`config.mk`:
```
export PLATFORM = sky130hd
export DESIGN_NAME = imem_dmem_arbiter_flat
export DESIGN_NICKNAME = d
export VERILOG_FILES = /design/src/rtl/imem_dmem_arbiter_if.sv /design/src/rtl/imem_dmem_arbiter.sv /design/src/flat_wrapper.sv
export SDC_FILE = /design/constraint.sdc
export NUM_CORES = 1
export LEC_CHECK = 0
export ABC_AREA = 1
export CAP_MARGIN = 15
export CORE_ASPECT_RATIO = 1.2
export CORE_MARGIN = 3
export CORE_UTILIZATION = 43
export DETAILED_ROUTE_END_ITERATION = 6
export MAX_ROUTING_LAYER = met4
export PLACE_DENSITY = 0.87
export SLEW_MARGIN = 20
export SYNTH_ARGS = -nofsm -noshare
export SYNTH_HDL_FRONTEND = slang
export SYNTH_SLANG_ARGS = --single-unit
```
`constraint.sdc`:
```
create_clock -name clk -period 2 [get_ports clk]
set_clock_uncertainty 0.05 [all_clocks]
set_input_delay 0.3 -clock clk [delete_from_list [all_inputs] [get_ports clk]]
set_output_delay 0.3 -clock clk [all_outputs]
set_load 0.02 [all_outputs]
```
`src/rtl/imem_dmem_arbiter_if.sv`:
```
// Requester and memory bus signals of the IF/MEM single-port memory arbiter.
// The master modport is the arbiter side; slave is the requester/memory side.
interface imem_dmem_arbiter_if;
    logic        if_req;
    logic [31:0] if_addr;
    logic        if_flush;
    logic [31:0] if_rdata;
    logic        if_valid;
    logic        if_stall;
    logic        d_req;
    logic        d_we;
    logic [31:0] d_addr;
    logic [31:0] d_wdata;
    logic [31:0] d_rdata;
    logic        d_valid;
    logic        d_stall;
    logic        mem_en;
    logic        mem_we;
    logic [31:0] mem_addr;
    logic [31:0] mem_wdata;
    logic [31:0] mem_rdata;

    modport master (
        input  if_req, if_addr, if_flush,
        output if_rdata, if_valid, if_stall,
        input  d_req, d_we, d_addr, d_wdata,
        output d_rdata, d_valid, d_stall,
        output mem_en, mem_we, mem_addr, mem_wdata,
        input  mem_rdata
    );

    modport slave (
        output if_req, if_addr, if_flush,
        input  if_rdata, if_valid, if_stall,
        output d_req, d_we, d_addr, d_wdata,
        input  d_rdata, d_valid, d_stall,
        input  mem_en, mem_we, mem_addr, mem_wdata,
        output mem_rdata
    );
endinterface

```
`src/rtl/imem_dmem_arbiter.sv`:
```
// Shares one single-port memory between instruction fetch and data access,
// with fixed-latency sequencing, fetch flush and bounded fetch starvation.
module imem_dmem_arbiter #(
    parameter int unsigned MEM_LAT    = 2,
    parameter int unsigned STARVE_MAX = 4
) (
    input logic                 clk,
    input logic                 rst,
    imem_dmem_arbiter_if.master bus
);
    typedef enum logic [1:0] {IDLE, ISSUE, WAIT, DONE} state_t;

    localparam logic [3:0] LAT  = 4'(MEM_LAT);
    localparam logic [3:0] SMAX = 4'(STARVE_MAX);

    state_t      state;
    state_t      state_nxt;
    logic        owner;
    logic        we;
    logic        kill;
    logic [31:0] addr;
    logic [31:0] wdata;
    logic [31:0] if_rdata;
    logic [31:0] d_rdata;
    logic [3:0]  cnt;
    logic [3:0]  streak;
    logic        if_elig;
    logic        grant_if;
    logic        grant_d;
    logic        last;

    // Grant decision in IDLE: fetch wins only when alone or when starved.
    always_comb begin
        if_elig  = bus.if_req & ~bus.if_flush;
        grant_if = (state == IDLE) & if_elig & (~bus.d_req | (streak == SMAX));
        grant_d  = (state == IDLE) & bus.d_req & ~grant_if;
        last     = (state == WAIT) & (cnt == LAT);
    end

    // Next-state sequencing: arbitrate, issue, wait latency, return.
    always_comb begin
        state_nxt = state;
        unique case (state)
            IDLE:    if (grant_if | grant_d) state_nxt = ISSUE;
            ISSUE:   state_nxt = WAIT;
            WAIT:    if (last) state_nxt = DONE;
            DONE:    state_nxt = IDLE;
            default: state_nxt = IDLE;
        endcase
    end

    // State register.
    always_ff @(posedge clk or negedge rst) begin
        if (!rst) state <= IDLE;
        else      state <= state_nxt;
    end

    // Transaction latches, latency counter, starvation streak, kill flag and read data.
    always_ff @(posedge clk or negedge rst) begin
        if (!rst) begin
            owner    <= 1'b0;
            we       <= 1'b0;
            addr     <= '0;
            wdata    <= '0;
            cnt      <= '0;
            streak   <= '0;
            kill     <= 1'b0;
            if_rdata <= '0;
            d_rdata  <= '0;
        end else begin
            if (grant_if | grant_d) begin
                owner <= grant_d;
                we    <= grant_d & bus.d_we;
                addr  <= grant_d ? bus.d_addr : bus.if_addr;
                wdata <= grant_d ? bus.d_wdata : '0;
            end
            if (state == ISSUE)
                cnt <= 4'd1;
            else if (state == WAIT && cnt < LAT)
                cnt <= cnt + 4'd1;
            if (grant_if)
                streak <= '0;
            else if (grant_d)
                streak <= !bus.if_req ? '0 : (streak == SMAX) ? SMAX : streak + 4'd1;
            if (state == DONE)
                kill <= 1'b0;
            else if (state != IDLE && !owner && bus.if_flush)
                kill <= 1'b1;
            if (last && !owner && !kill && !bus.if_flush)
                if_rdata <= bus.mem_rdata;
            if (last && owner && !we)
                d_rdata <= bus.mem_rdata;
        end
    end

    // Memory strobe only in ISSUE; address and data hold their latched values.
    always_comb begin
        bus.mem_en    = (state == ISSUE);
        bus.mem_we    = (state == ISSUE) & we;
        bus.mem_addr  = addr;
        bus.mem_wdata = wdata;
        bus.if_rdata  = if_rdata;
        bus.d_rdata   = d_rdata;
        bus.if_valid  = (state == DONE) & ~owner & ~kill;
        bus.d_valid   = (state == DONE) & owner;
        bus.if_stall  = rst & bus.if_req & ~bus.if_valid;
        bus.d_stall   = rst & bus.d_req & ~bus.d_valid;
    end
endmodule

```
`src/flat_wrapper.sv`:
```
// flat-port wrapper written by rule: the top's interface ports become plain ports
module imem_dmem_arbiter_flat 
#(
    parameter int unsigned MEM_LAT    = 2,
    parameter int unsigned STARVE_MAX = 4
)
  (clk, rst, bus_if_req, bus_if_addr, bus_if_flush, bus_if_rdata, bus_if_valid, bus_if_stall, bus_d_req, bus_d_we, bus_d_addr, bus_d_wdata, bus_d_rdata, bus_d_valid, bus_d_stall, bus_mem_en, bus_mem_we, bus_mem_addr, bus_mem_wdata, bus_mem_rdata);
  imem_dmem_arbiter_if bus_i ();
  input logic clk;
  input logic rst;
  input wire logic [$bits(bus_i.if_req)-1:0] bus_if_req;
  input wire logic [$bits(bus_i.if_addr)-1:0] bus_if_addr;
  input wire logic [$bits(bus_i.if_flush)-1:0] bus_if_flush;
  output wire logic [$bits(bus_i.if_rdata)-1:0] bus_if_rdata;
  output wire logic [$bits(bus_i.if_valid)-1:0] bus_if_valid;
  output wire logic [$bits(bus_i.if_stall)-1:0] bus_if_stall;
  input wire logic [$bits(bus_i.d_req)-1:0] bus_d_req;
  input wire logic [$bits(bus_i.d_we)-1:0] bus_d_we;
  input wire logic [$bits(bus_i.d_addr)-1:0] bus_d_addr;
  input wire logic [$bits(bus_i.d_wdata)-1:0] bus_d_wdata;
  output wire logic [$bits(bus_i.d_rdata)-1:0] bus_d_rdata;
  output wire logic [$bits(bus_i.d_valid)-1:0] bus_d_valid;
  output wire logic [$bits(bus_i.d_stall)-1:0] bus_d_stall;
  output wire logic [$bits(bus_i.mem_en)-1:0] bus_mem_en;
  output wire logic [$bits(bus_i.mem_we)-1:0] bus_mem_we;
  output wire logic [$bits(bus_i.mem_addr)-1:0] bus_mem_addr;
  output wire logic [$bits(bus_i.mem_wdata)-1:0] bus_mem_wdata;
  input wire logic [$bits(bus_i.mem_rdata)-1:0] bus_mem_rdata;
  assign bus_i.if_req = bus_if_req;
  assign bus_i.if_addr = bus_if_addr;
  assign bus_i.if_flush = bus_if_flush;
  assign bus_if_rdata = bus_i.if_rdata;
  assign bus_if_valid = bus_i.if_valid;
  assign bus_if_stall = bus_i.if_stall;
  assign bus_i.d_req = bus_d_req;
  assign bus_i.d_we = bus_d_we;
  assign bus_i.d_addr = bus_d_addr;
  assign bus_i.d_wdata = bus_d_wdata;
  assign bus_d_rdata = bus_i.d_rdata;
  assign bus_d_valid = bus_i.d_valid;
  assign bus_d_stall = bus_i.d_stall;
  assign bus_mem_en = bus_i.mem_en;
  assign bus_mem_we = bus_i.mem_we;
  assign bus_mem_addr = bus_i.mem_addr;
  assign bus_mem_wdata = bus_i.mem_wdata;
  assign bus_i.mem_rdata = bus_mem_rdata;
  imem_dmem_arbiter #(.MEM_LAT(MEM_LAT), .STARVE_MAX(STARVE_MAX)) u_core (.clk(clk), .rst(rst), .bus(bus_i));
endmodule
```
**Word level (Yosys, flattened, before mapping)**

Index checks and enable logic that the tools add are counted.

- Add/sub/neg operators: 2
- Order comparisons: 1
- Equality and inequality tests: 7
- Mux-type cells: 13
- Bitwise operators: 24
- Reduce and logical (&&, ||, !) cells: 18

Operators with widths:

| kind | number |
|---|---|
| two-way mux 32 bit | 2 |
| two-way mux 4 bit | 6 |
| bitwise AND 1 bit | 15 |
| adder 4 x 1 -> 4 bit (second input constant) | 2 |
| logical AND 1 bit | 8 |
| one-hot mux 2 bit (4 select lines) | 1 |
| nonzero test 2 bit | 4 |
| inverter 1 bit | 7 |
| == test 2 bit (second input constant) | 2 |
| == test 4 x 2 -> 1 bit (second input constant) | 1 |
| == test 4 x 3 -> 1 bit (second input constant) | 1 |
| zero test 1 bit | 4 |
| < comparator 4 x 2 -> 1 bit (second input constant) | 1 |
| two-way mux 2 bit | 2 |
| == test 2 x 1 -> 1 bit (second input constant) | 1 |
| zero test 2 bit | 1 |
| two-way mux 1 bit | 2 |
| inequality test 2 x 1 -> 1 bit (second input constant) | 1 |
| inequality test 2 bit (second input constant) | 1 |
| OR 1 bit | 2 |
| AND reduction 2 bit | 1 |

- Bits in registers: 141
- Bits of input ports: 134
- Output and inout port bits: 134
- Word-level logic and storage cells: 75

**Depth between registers and ports, before layout**

Gate-level depths: netlist of run 1.

- Word-level depth: 9
- Depth in mapped cells: 10
- Depth with buffers taken out: 9

**Worst setup path before layout of run 1**

OpenSTA, ideal clock, no wires.

- Path type: register to output
- Start point: register u_core.state[0]
- End point: output port bus_if_stall
- Arrival time: 1.253 ns
- Required time: 1.650 ns
- Slack: 0.397 ns
- Cell stages (with the launch flop): 5
- Buffers on the path: 0
- Cell sequence: dfrtp_1 -> ha_1 -> nand2_1 -> nor2_1 -> nor3_1

- Cells in the longest elaborated chain, start to end: 5

Ends and longest elaborated chain:

| item | RTL line | source |
|---|---|---|
| start: declaration | imem_dmem_arbiter.sv:16 | `state_t state;` |
| start signal: assignment | imem_dmem_arbiter.sv:55 | `else state <= state_nxt;` |
| == test 2 bit | imem_dmem_arbiter.sv:104 | `bus.if_valid = (state == DONE) & ~owner & ~kill;` |
| bitwise AND 1 bit (2 in a row) | imem_dmem_arbiter.sv:104 |  |
| named net bus_if_valid | flat_wrapper.sv:15 | `output wire logic [$bits(bus_i.if_valid)-1:0] bus_if_valid;` |
| inverter 1 bit | imem_dmem_arbiter.sv:106 | `bus.if_stall = rst & bus.if_req & ~bus.if_valid;` |
| bitwise AND 1 bit | imem_dmem_arbiter.sv:106 |  |
| end: declaration | flat_wrapper.sv:16 | `output wire logic [$bits(bus_i.if_stall)-1:0] bus_if_stall;` |

The timed path passes the listed nets, and every way through them passes these cells.

**Worst setup path in the final report of run 1**

- Start point: register u_core.state[1]
- End point: output port bus_mem_en

- Cells in the longest elaborated chain, start to end: 1

Ends and longest elaborated chain:

| item | RTL line | source |
|---|---|---|
| == test 2 x 1 -> 1 bit | imem_dmem_arbiter.sv:98 | `bus.mem_en = (state == ISSUE);` |
| end: declaration | flat_wrapper.sv:24 | `output wire logic [$bits(bus_i.mem_en)-1:0] bus_mem_en;` |

Every way passes these cells.

==> results.cfg, run 1 <==
[power]
total_leakage_power_nw = 5.01
ir_drop_mv = 1.04
total_power_mw = 15.2
p_per_area_mw_per_mm2 = 1520

[timing]
max_freq_ghz = 0.523
worstMarginPinSlew_ps = 834
timing.hold.ws_ps = -86.2
finalCriticalPeriod_ps = 1910
setup_viol = 0
max-slew-margin-rel_pct = 44.4
maxSlewViolCount = 0
fin_crit_sh_pct = 95.6
fin_tns_setup_ps = 0
rsz0062_at_grt = true
hold_viol_final = 31

[clock_network]
cts_sinks = 141
insertion_delay_ps = 420
cts_setup_buffers = 0
clk_path_buf_depth = 2
cts_made_buffers = 17
cts_tree = done
clk_transition_reported_paths_ps = 60
cts_root_buffer = clkbuf_16
htree_num_levels = 4
holdBufCountCts = 0

[die]
rows = 48
die_h_um = 140
core_area_sq_mm = 0.0146
ios = 268
dieArea_sq_mm = 0.0166
die_x_um = 118
initial_core_util_pct = 44.4

[global_routing]
track_usage_pct = 24.7
grt_pass1_vias = 6336
grt_max_degree = 142
grt_overflow = 0
antenna_found_initial = 0
grt_pass1_wl_mm = 31.9

[hold_path]
hold_path.class = primary input to asynchronous set/reset pin

[finish]
n_antenna_cell = 0
fillers = 1114
area_growth_pct = 54.2
instances_no_fill = 1264
multi_input_area_sq_mm = 0.00238
design_area_sq_mm = 0.00998
drive_above_1_share_pct = 6.77
ff_latch_area_sq_mm = 0.00353
fin_nets = 1195

[worst_setup_path]
critPathLaunchType = flop
cp.arrival_ps = 1560
crit_required_ps = 1650
cp-end-kind = primary output
critPathMaxFanout = 4
criticalPathCategory = flop to primary output

[yosys]
synth.top_cell.area_share_pct = 54.5
synth_cell_types = 25
ys_seq_area_share_pct = 54.5
yosysTopAreaCell = dfrtp_1
ys_top_cells_by_area = dfrtp_1, nand2_1, nand3_1
ys_ff_latch = 141
syn_nets = 936
synth-warning-count = 0
synthesis.area_sq_mm = 0.00647
synth_area_per_cell_sq_um = 8.16
netlist_instances = 793

[status]
status = finished with violations
violations = hold timing

[routing]
wl_per_cell_um = 15.4
routed_via_density = 5.01
drtIter0Drc = 573
drc = 0
dr.pass1.iters = 5
final_antenna_net_count = 0
via_count = 6335
routed_wl_mm = 19.5

[placed_design]
place.gp.congestion = 0.825
dpl_cell_area_sq_mm = 0.00935
hpwl_mm = 13.5
io_buffers = 267
post-place-cells = 1233

[run]
maxCapViolations = 0
kinds of logic (layout without fill, tap and decap cells):
family	count (synthesis)	count (layout)	share of synthesized area [%]
buffers and inverters	131	402	9.03
adders and majority gates	9	9	1.74
AOI/OAI and AO/OA	42	42	3.32
DFF	141	141	54.5
xor gates and xnor gates	1	1	0.135
and+or+nand+nor	469	469	31.3
where the power goes:
part | internal, mW | switching, mW | total [mW]
combinational | 3.09 | 3.92 | 7.02
clock | 2.16 | 1.24 | 3.40
sequential | 4.08 | 0.720 | 4.80
total | 9.33 | 5.88 | 15.2
final timing paths:
check                                  startpoint  cells after the start  slack, ps                 endpoint
max reg2reg                       u_core.state[1]                      7        160  u_core.bus.mem_addr[11]
min                                           rst                      2        -90    u_core.bus.d_rdata[8]
max in group asynchronous                     rst                      2       1300   u_core.bus.mem_addr[3]
max                               u_core.state[1]                      3         90               bus_mem_en
min in group clk                   bus_d_wdata[5]                      3        360  u_core.bus.mem_wdata[5]
min reg2reg                u_core.bus.d_rdata[15]                      2        420   u_core.bus.d_rdata[15]
per-stage QoR:
step	hold WS, ps	setup WS (ps)	util, %
floorplan	-45.6	397	-
global placement	402	-3.05	64.1
detailed placement	409	-56.6	64.1
CTS	26.1	16.5	68.4
global route	61.6	-1.97	68.4
finish	-86.2	88.1	68.4
cell usage in the layout, fill, tap and decap left out, drive strengths merged, types with 3 or more instances in the layout:
master         count
buf               23
bufinv             4
clkbuf            20
clkdlybuf4s50    260
clkinv             3
dfrtp            141
ha                 9
inv               87
nand2            283
nand3            171
nor2              12
o21ai             37
metal layers:
metal  track usage (%)  vias to the layer above  wire length (um)  part of all wire [%]
met5                 -                        -                 0                     0
met4              10.3                        0               554                   2.8
met3              5.61                       48              1340                   6.9
met2              41.0                      286              9800                    50
met1              29.1                     2976              7810                    40
li1                  -                     3025                 -                     -
cell usage after synthesis (all sizes together):
library cell / n
nand2: 283
xnor2: 1
o21ai: 37
dfrtp: 141
ha: 9
nor2: 12
nand3: 171
clkinv: 1
nor3: 2
a21oi: 2
clkbuf: 11
nand4: 1
inv: 83
o22ai: 2
o21a: 1
buf: 36
critical path: stages (launching register included):
cell,delay [ps]
dfrtp_1,420
inv_1,130
ha_2,210
dlygate4sd2_1,380
registers in the layout, summed over array words and instances, names as in the netlist:
| signal | flops |
|---|---|
| u_core.bus.d_rdata | 32 |
| u_core.streak | 4 |
| u_core.bus.if_rdata | 32 |
| u_core.owner | 1 |
| u_core.bus.mem_wdata | 32 |
| u_core.kill | 1 |
| u_core.bus.mem_addr | 32 |
| u_core.we | 1 |
| u_core.cnt | 4 |
| u_core.state | 2 |
what timing repair did:
item	4_1_cts	5_1_grt
setup endpoints to repair	6	4
gates cloned	0	0
resized for setup	16	6
area by class of cell:
class	instances	share of cell area (%)
Inverter	84	3.18
Clock buffer	19	4.54
Timing Repair Buffer	287	28.8
Tap cell	200	2.51
Multi-Input combinational cell	521	23.8
Sequential cell	141	35.3
Clock inverter	12	1.84
Power figures use the tool's default switching activity.
==> run 2: changes to the inputs <==
--- a/config.mk
+++ b/config.mk
@@ -11,8 +11,10 @@
 export CORE_MARGIN = 3
 export CORE_UTILIZATION = 43
 export DETAILED_ROUTE_END_ITERATION = 6
+export HOLD_SLACK_MARGIN = 0.03
 export MAX_ROUTING_LAYER = met4
 export PLACE_DENSITY = 0.87
+export SKIP_LAST_GASP = 1
 export SLEW_MARGIN = 20
 export SYNTH_ARGS = -nofsm -noshare
 export SYNTH_HDL_FRONTEND = slang
==> constraint.sdc (replaced) <==
create_clock -name clk -period 2 [get_ports clk]
set_clock_uncertainty 0.05 [all_clocks]
set_input_delay 0.3 -clock clk [delete_from_list [all_inputs] [get_ports clk]]
set_output_delay 0.3 -clock clk [all_outputs]
set_load 0.1 [all_outputs]
==> run 2 against run 1 <==
Effect of this change: the run now ends clean; flip-flop and latch count did not move; final area shrank 1.7%; die area unchanged; core utilization is 1.1 points lower; worst setup slack got worse by 29 ps; worst hold slack gained 450 ps; non-clock buffer count grew 1; via count decreased by 1.7%.
==> results.cfg, run 2 (synthesis gave the netlist of run 1 again) <==
[worst_setup_path]
crit_required_ps = 1650
cp-endpoint = bus_if_stall
cp.arrival_ps = 1590
cpPeakStageDelay_ps = 400
path_cells = ha_2 > nand2_2 > nor2_4 > nor3_4 > buf_12
worstReg2RegStart = u_core.state[0]
slowest_stage = dfrtp_1
critPathMaxFanout = 3
criticalPathCategory = flop to primary output
worstSetupStartpoint = u_core.state[1]
rr_endpoint = u_core.bus.mem_addr[29]
ff2ff_setup_slack_ps = 150
critPathLaunchType = flop
cp-end-kind = primary output
reg2reg_depth = 8

[timing]
finalCriticalPeriod_ps = 1940
worstMarginPinSlew_ps = 784
timing.hold.ws_ps = 365
max_freq_ghz = 0.515
fin_crit_sh_pct = 97.0
maxSlewViolCount = 0
hold_viol_final = 0
rsz0062_at_grt = true
setup_viol = 0
max-slew-margin-rel_pct = 47.7

[routing]
drtIter0Drc = 496
wl_per_cell_um = 15.2
routed_wl_mm = 19.2
drc = 0
final_antenna_net_count = 0
routed_via_density = 4.92
via_count = 6227
dr.pass1.iters = 5

[die]
die_x_um = 118
initial_core_util_pct = 44.4
core_area_sq_mm = 0.0146
die_h_um = 140
dieArea_sq_mm = 0.0166
rows = 48
ios = 268

[finish]
n_antenna_cell = 0
area_growth_pct = 51.6
final_cell_mix = nand2_1, nand3_1, buf_4, dfrtp_1, clkdlybuf4s50_1
drive_above_1_share_pct = 19.5
mostFrequentLayoutCell = nand2_1
fin_nets = 1196

[clock_network]
clk_transition_reported_paths_ps = 60
cts_tree = done
cts_made_buffers = 17
insertion_delay_ps = 410
htree_num_levels = 4
clk_path_buf_depth = 2
cts_sinks = 141
cts_root_buffer = clkbuf_16

[global_routing]
grt_pass1_vias = 6177
grt_max_degree = 142
grt_pass1_wl_mm = 31.1
grt_overflow = 0
antenna_found_initial = 0
track_usage_pct = 23.9

[placed_design]
place.gp.congestion = 0.824
hpwl_mm = 13.5
io_buffers = 267

[run]
maxCapViolations = 0

[hold_path]
hold_path.class = primary input to flop

[status]
status = finished clean
run 2: changes by cell type in the layout (fill, tap and decap cells not counted), moves of 2 or more:
cell,before,now
buf_4,16,141
inv_6,4,6
clkinv_4,1,3
nor3_4,0,2
clkdlybuf4s50_1,260,132
buf_12,5,13
run 2: worst max-delay path, delay by kind of cell (launching register included):
family                   cells  cell delay, ps
AND/OR/NAND/NOR              3             360
buffers and inverters        1             200
adder cells (fa/ha/maj)      1             220
flip-flops                   1             400
run 2: repair_timing:
item	4_1_cts	5_1_grt
hold buffers	1	0
gates resized for setup	0	1
hold endpoints to repair	76	0
setup endpoints to repair	0	37
setup buffers	0	2
run 2: worst min path at each step:
stage	startpoint	endpoint	depth (start not counted)
final	bus_d_wdata[11]	u_core.bus.mem_wdata[11]	3
after global routing	bus_d_wdata[21]	u_core.bus.mem_wdata[21]	3
after floorplan	rst	u_core.bus.d_rdata[0]	0
after CTS	bus_d_wdata[11]	u_core.bus.mem_wdata[11]	3
after global placement	u_core.bus.d_rdata[5]	u_core.bus.d_rdata[5]	2
after detailed placement	u_core.bus.d_rdata[0]	u_core.bus.d_rdata[0]	2
run 2: final cells by class:
| class | instances | area [sq um] |
|---|---|---|
| fill | 1199 | 4780 |
| tap | 200 | 250 |
| clock inverter | 14 | 206 |
| inverter | 84 | 324 |
| sequential | 141 | 3530 |
| clock buffer | 18 | 439 |
| multi-input combinational | 521 | 2410 |
| timing repair buffer | 288 | 2660 |
run 2: stage by stage:
stage / worst slack [ps] / cell area (sq um) / setup TNS [ps] / util [%] / cells
CTS: 20.0 / 9800 / 0 / 67.1 / 1264
global route: -37.1 / 9820 / -48.7 / 67.3 / 1266
floorplan: -290 / 6520 / -290 / - / 793
detailed placement: 123 / 9140 / 0 / 62.6 / 1231
finish: 59.5 / 9820 / 0 / 67.3 / 1266
global placement: 213 / 9140 / 0 / 62.6 / 1231
run 2: layer usage:
| metal | share of wire (%) | up-vias | track usage (%) | wire (um) |
|---|---|---|---|---|
| li1 | - | 3027 | - | - |
| met1 | 41 | 2885 | 28.6 | 7840 |
| met2 | 50 | 278 | 39.8 | 9680 |
| met3 | 5.9 | 37 | 5.17 | 1140 |
| met4 | 2.9 | 0 | 9.07 | 548 |
| met5 | 0 | - | - | 0 |
Power of run 2 is not shown: default switching activity piles up to over one toggle a cycle in this logic, so the estimate is an artifact.
==> run 3: changes to the inputs <==
--- a/config.mk
+++ b/config.mk
@@ -13,7 +13,7 @@
 export DETAILED_ROUTE_END_ITERATION = 6
 export HOLD_SLACK_MARGIN = 0.03
 export MAX_ROUTING_LAYER = met4
-export PLACE_DENSITY = 0.87
+export PLACE_DENSITY = 0.84
 export SKIP_LAST_GASP = 1
 export SLEW_MARGIN = 20
 export SYNTH_ARGS = -nofsm -noshare
==> run 3 against run 2 <==
Effect of this change: clock-buffer cell count increased by 1; sequential share of layout area hardly changed; register-to-register slack worse by 20 ps; critical path depth stayed put; routed wire length is 0.35% lower; final area about the same; largest cell class unchanged; highest routed layer unchanged.
==> results.cfg, run 3 (synthesis gave the netlist of run 1 again) <==
[status]
status = finished clean

[worst_setup_path]
cp-end-kind = primary output
cpPeakStageDelay_ps = 410
cp.arrival_ps = 1590
crit_required_ps = 1650
critPathMaxFanout = 5
critPathLaunchType = flop
cp_top_family = flip-flops
criticalPathCategory = flop to primary output
critPathBufInv = 3
slowest_stage = dfrtp_1
path_cells = inv_1 > ha_2 > nand2_1 > clkinvlp_4 > buf_12

[clock_network]
cts_made_buffers = 17
cts_tree = done
cts_root_buffer = clkbuf_16
insertion_delay_ps = 400
htree_num_levels = 4
clk_transition_reported_paths_ps = 70
clk_path_buf_depth = 2
cts_sinks = 141

[routing]
final_antenna_net_count = 0
routed_via_density = 4.91
routed_wl_mm = 19.1
drtIter0Drc = 545
drc = 0
dr.pass1.iters = 5
wl_per_cell_um = 15.1
via_count = 6232

[timing]
rsz0062_at_grt = true
worstMarginPinSlew_ps = 799
fin_crit_sh_pct = 96.8
max_freq_ghz = 0.517
finalCriticalPeriod_ps = 1940
setup_viol = 0
hold_viol_final = 0
maxSlewViolCount = 0
max-slew-margin-rel_pct = 46.8

[die]
dieArea_sq_mm = 0.0166
ios = 268
die_h_um = 140
die_x_um = 118
initial_core_util_pct = 44.4
core_area_sq_mm = 0.0146
rows = 48

[global_routing]
grt_use_met3_pct = 5.61
grt_pass1_vias = 6029
track_usage_pct = 23.8
grt_pass1_wl_mm = 31.0
antenna_found_initial = 0
grtUsageMet2_pct = 38.8
met1_usage_pct = 29.5
grt_max_degree = 142
grt_busiest_layer = met2
grt_overflow = 0

[placed_design]
place.gp.congestion = 0.821
hpwl_mm = 13.3
io_buffers = 267

[finish]
drive_above_1_share_pct = 19.7
fillers = 1174
final_util_pct = 67.3
fin_nets = 1199
final_cell_mix = nand2_1, nand3_1, buf_4, dfrtp_1, clkdlybuf4s50_1
mostFrequentLayoutCell = nand2_1
n_antenna_cell = 0
multi_input_area_sq_mm = 0.00241
area_growth_pct = 51.8
ff_latch_area_sq_mm = 0.00353

[run]
maxCapViolations = 0

[hold_path]
hold_path.class = primary input to flop
-- run 3: layout make-up --
| class | count | area share [%] |
|---|---|---|
| flip-flops and latches | 141 | 35.9 |
| repair buffers | 291 | 27.3 |
| multi-input cells | 521 | 24.5 |
| clock buffers | 19 | 4.61 |
| inverters | 84 | 3.30 |
| well taps | 200 | 2.55 |
| clock inverters | 13 | 1.82 |
-- run 3: metal layers --
metal  wire (um)  part of all wire, %  vias up
met2        9480                   50      256
met3        1260                  6.6       31
met5           0                    0        -
li1            -                    -     3033
met4         408                  2.1        0
met1        7980                   42     2912
-- run 3: path summary, 6_finish.rpt --
check	depth (start not counted)	slack (ps)	start	end
max reg2reg	8	130	u_core.state[0]	u_core.bus.d_rdata[14]
max in group asynchronous	3	760	rst	u_core.bus.mem_addr[1]
min reg2reg	2	420	u_core.bus.d_rdata[5]	u_core.bus.d_rdata[5]
min in group asynchronous	3	490	rst	u_core.bus.d_rdata[4]
max	5	60	u_core.state[1]	bus_mem_we
min	3	370	bus_d_wdata[13]	u_core.bus.mem_wdata[13]
-- run 3: timing repair --
item / in CTS / in global routing
hold endpoints to repair: 122 / 0
resized for setup: 0 / 1
hold buffers: 1 / 0
endpoints found under the setup margin: 0 / 10
setup buffers: 0 / 2
-- run 3: stage by stage --
stage	setup slack (ps)	cell area (sq um)	instances	hold WS, ps	TNS, ps
2_1_floorplan	-290	6520	793	-45.6	-290
3_3_place_gp	192	9170	1234	404	0
6_report	65.0	9820	1269	371	0
5_1_grt	-24.5	9820	1269	367	-90.4
3_5_place_dp	140	9170	1234	409	0
4_1_cts	35.5	9810	1267	355	0
-- run 3: worst reg2reg max path, cell delays in order, from the launching register on --
cell and delay, ps:
dfrtp_1 410, inv_1 130, ha_1 280, nand3_4 220, nor2_4 180, nand2_1 60
buf_4 240, nand2_1 130, nand2_1 60
Power of run 3 is left out for the same reason.
==> edit (config.mk and constraints of run 2) <==
Encoding of `state_t`: now Gray code (2 bits for 4 states).
--- a/src/rtl/imem_dmem_arbiter.sv
+++ b/src/rtl/imem_dmem_arbiter.sv
@@ -8,7 +8,7 @@
     input logic                 rst,
     imem_dmem_arbiter_if.master bus
 );
-    typedef enum logic [1:0] {IDLE, ISSUE, WAIT, DONE} state_t;
+    typedef enum logic [1:0] {IDLE = 2'b00, ISSUE = 2'b01, WAIT = 2'b11, DONE = 2'b10} state_t;
 
     localparam logic [3:0] LAT  = 4'(MEM_LAT);
     localparam logic [3:0] SMAX = 4'(STARVE_MAX);
Function: same outputs for any inputs over 10 cycles, from zero or initial values and one cycle with rst low; not proved beyond that.
==> edit against run 2 <==
- critical path depth did not move
- routed wire length fell by 15%
- setup slack improved by 54 ps
- register-to-register slack improved by 60 ps
- count of clock-buffer cells in the layout did not move
- sequential cell count did not move
- final area fell by 9.1%
- area after synthesis fell by 11%
- first-iteration DRC count fell by 32%
- critical endpoint unchanged
Power is not shown: default switching activity piles up to over one toggle a cycle in this logic, so the estimate is an artifact.
==> edit: results (changes against run 2) <==
Parameter                              Value

Place
  Placed cell count ... 1,049 (was 1,231)
  Post-DP Area ... 8348 sq um (was 9143 sq um)
  Worst Setup Slack post-DPL ... 19.07 ps (was 122.5 ps)
  Post-DP HPWL ... 11,910 um (was 13,540 um)
  Placer's final routability congestion estimate ... 0.8337 (was 0.8239)

Global route
  Met2 capacity usage during global routing ... 0.3850 (was 0.3976)
  Grt met3 use ... 0.04620 (was 0.05170)
  GR Util All Layers ... 0.2251 (was 0.2390)
  Pin count of the biggest net entering global routing ... 77 (was 142)
  Met1 Usage GRT ... 0.2648 (was 0.2865)
  Wire length of the first global-routing pass ... 26,130 um (was 31,070 um)
  Via count of the first global-routing pass ... 5,257 (was 6,177)

Clock tree
  Skew-Pair Late Insertion Delay ... 400 ps
  Number of H-tree branching levels ... 4 (unchanged)
  Total of cells resized after clock tree synthesis ... 1 (was 0)
  CTS buffer count ... 17 (unchanged)
  Setup fix buffers added after clock tree synthesis ... 0 (unchanged)
  Max Buffers Root-to-Sink ... 2 (unchanged)
  Clock tree root buffer cell ... sky130_fd_sc_hd__clkbuf_16 (unchanged)

Finish
  Final-layout fill cell count ... 1,010 (was 1,199)
  Inserted Diodes ... 0 (unchanged)
  Share of cells above drive strength 1 ... 0.2174 (was 0.1951)
  FF/Latch Area ... 3530 sq um (was 3528 sq um)
  Filler-free cell count of the finished design ... 1,084 (was 1,266)

Status
  Result of the run ... completed (unchanged)

Synth
  Post-synthesis net count ... 777 (was 936)
  Most frequently used flop master after synthesis ... sky130_fd_sc_hd__dfrtp_1 (unchanged)
  Most instantiated cells after synthesis ... sky130_fd_sc_hd__nand2_1 (240), sky130_fd_sc_hd__dfrtp_1 (141), sky130_fd_sc_hd__o21ai_0 (73) (was sky130_fd_sc_hd__nand2_1 (280), sky130_fd_sc_hd__nand3_1 (170), sky130_fd_sc_hd__dfrtp_1 (141))
  Async set-or-reset flop fraction in the synthesized netlist ... 1.000 (unchanged)
  Per-instance average area after synthesis ... 8.980 sq um (was 8.164 sq um)
  Total number of yosys warnings ... 0 (unchanged)
  Sequential fraction of the synthesis area ... 0.6149 (was 0.5450)
  Leading post-synthesis cells by cell area ... sky130_fd_sc_hd__dfrtp_1 (61%), sky130_fd_sc_hd__nand2_1 (16%), sky130_fd_sc_hd__o21ai_0 (6.4%) (was sky130_fd_sc_hd__dfrtp_1 (55%), sky130_fd_sc_hd__nand2_1 (16%), sky130_fd_sc_hd__nand3_1 (13%))
  Synth cell types ... 27 (was 25)

Detailed routing
  Wire length on met1 ... 6474 um (was 7835 um)
  Number of vias per cell after detailed routing ... 4.833 (was 4.919)
  Final Routed Wirelength ... 16,310 um (was 19,200 um)
  Highest metal layer with signal wires ... met4 (unchanged)
  Initial DRT Pass Iterations ... 4 (was 5)
  DR iter-0 viols ... 336 (was 496)
  Routed wire length on met3 ... 882 um (was 1135 um)
  Wire length on met2 ... 8492 um (was 9681 um)

STA
  Max-slew headroom ... 0.4615 (was 0.4774)
  Final setup viols ... 0 (unchanged)

Critical path
  Top fanout value on the critical path ... 5 (was 3)
  Worst EP arrival ... 1540 ps (was 1590 ps)
edit: changes by cell type in the layout (fill, tap and decap cells not counted), sizes merged, moves of 2 or more:
cell,run 2,this run
a21oi,2,0
buf,155,148
bufinv,4,0
clkinvlp,1,5
ha,9,4
inv,88,58
nand2,283,246
nand3,171,69
o21ai,37,73
edit: critical path, stage by stage (launching register included):
cell and delay, ps:
sky130_fd_sc_hd__dfrtp_2 400, sky130_fd_sc_hd__inv_2 80, sky130_fd_sc_hd__nand2_2 100, sky130_fd_sc_hd__nor3_4 300, sky130_fd_sc_hd__nor2_4 70, sky130_fd_sc_hd__buf_12 170
edit: cell type report:
type                    count  share of cell area
flip-flops and latches    141              0.3954
repair buffers            281              0.2894
multi-input cells         413              0.2080
clock buffers              18             0.04919
well taps                 164             0.02299
inverters                  53             0.02285
clock inverters            14             0.01219
edit: kinds of logic after synthesis:
kind of cell	after synthesis	share of synthesized area
AOI/OAI and AO/OA	77	0.06913
xor gates and xnor gates	1	0.001527
adders and majority gates	4	0.008723
buffers and inverters	85	0.06607
DFF	141	0.6149
and+or+nand+nor	331	0.2396
edit: path summary, 6_finish.rpt:
kind,slack [ps],endpoint,start,cells after the start
worst max-delay path,110,bus_if_stall,u_core.state[0],5
worst min-delay path,380,u_core.bus.mem_wdata[23],bus_d_wdata[23],3
worst max register to register,210,u_core.bus.mem_wdata[12],u_core.streak[0],9
worst min register to register,420,u_core.bus.mem_wdata[23],u_core.bus.mem_wdata[23],2
max in group asynchronous,680,u_core.state[0],rst,3
min in group asynchronous,450,u_core.bus.mem_wdata[23],rst,3
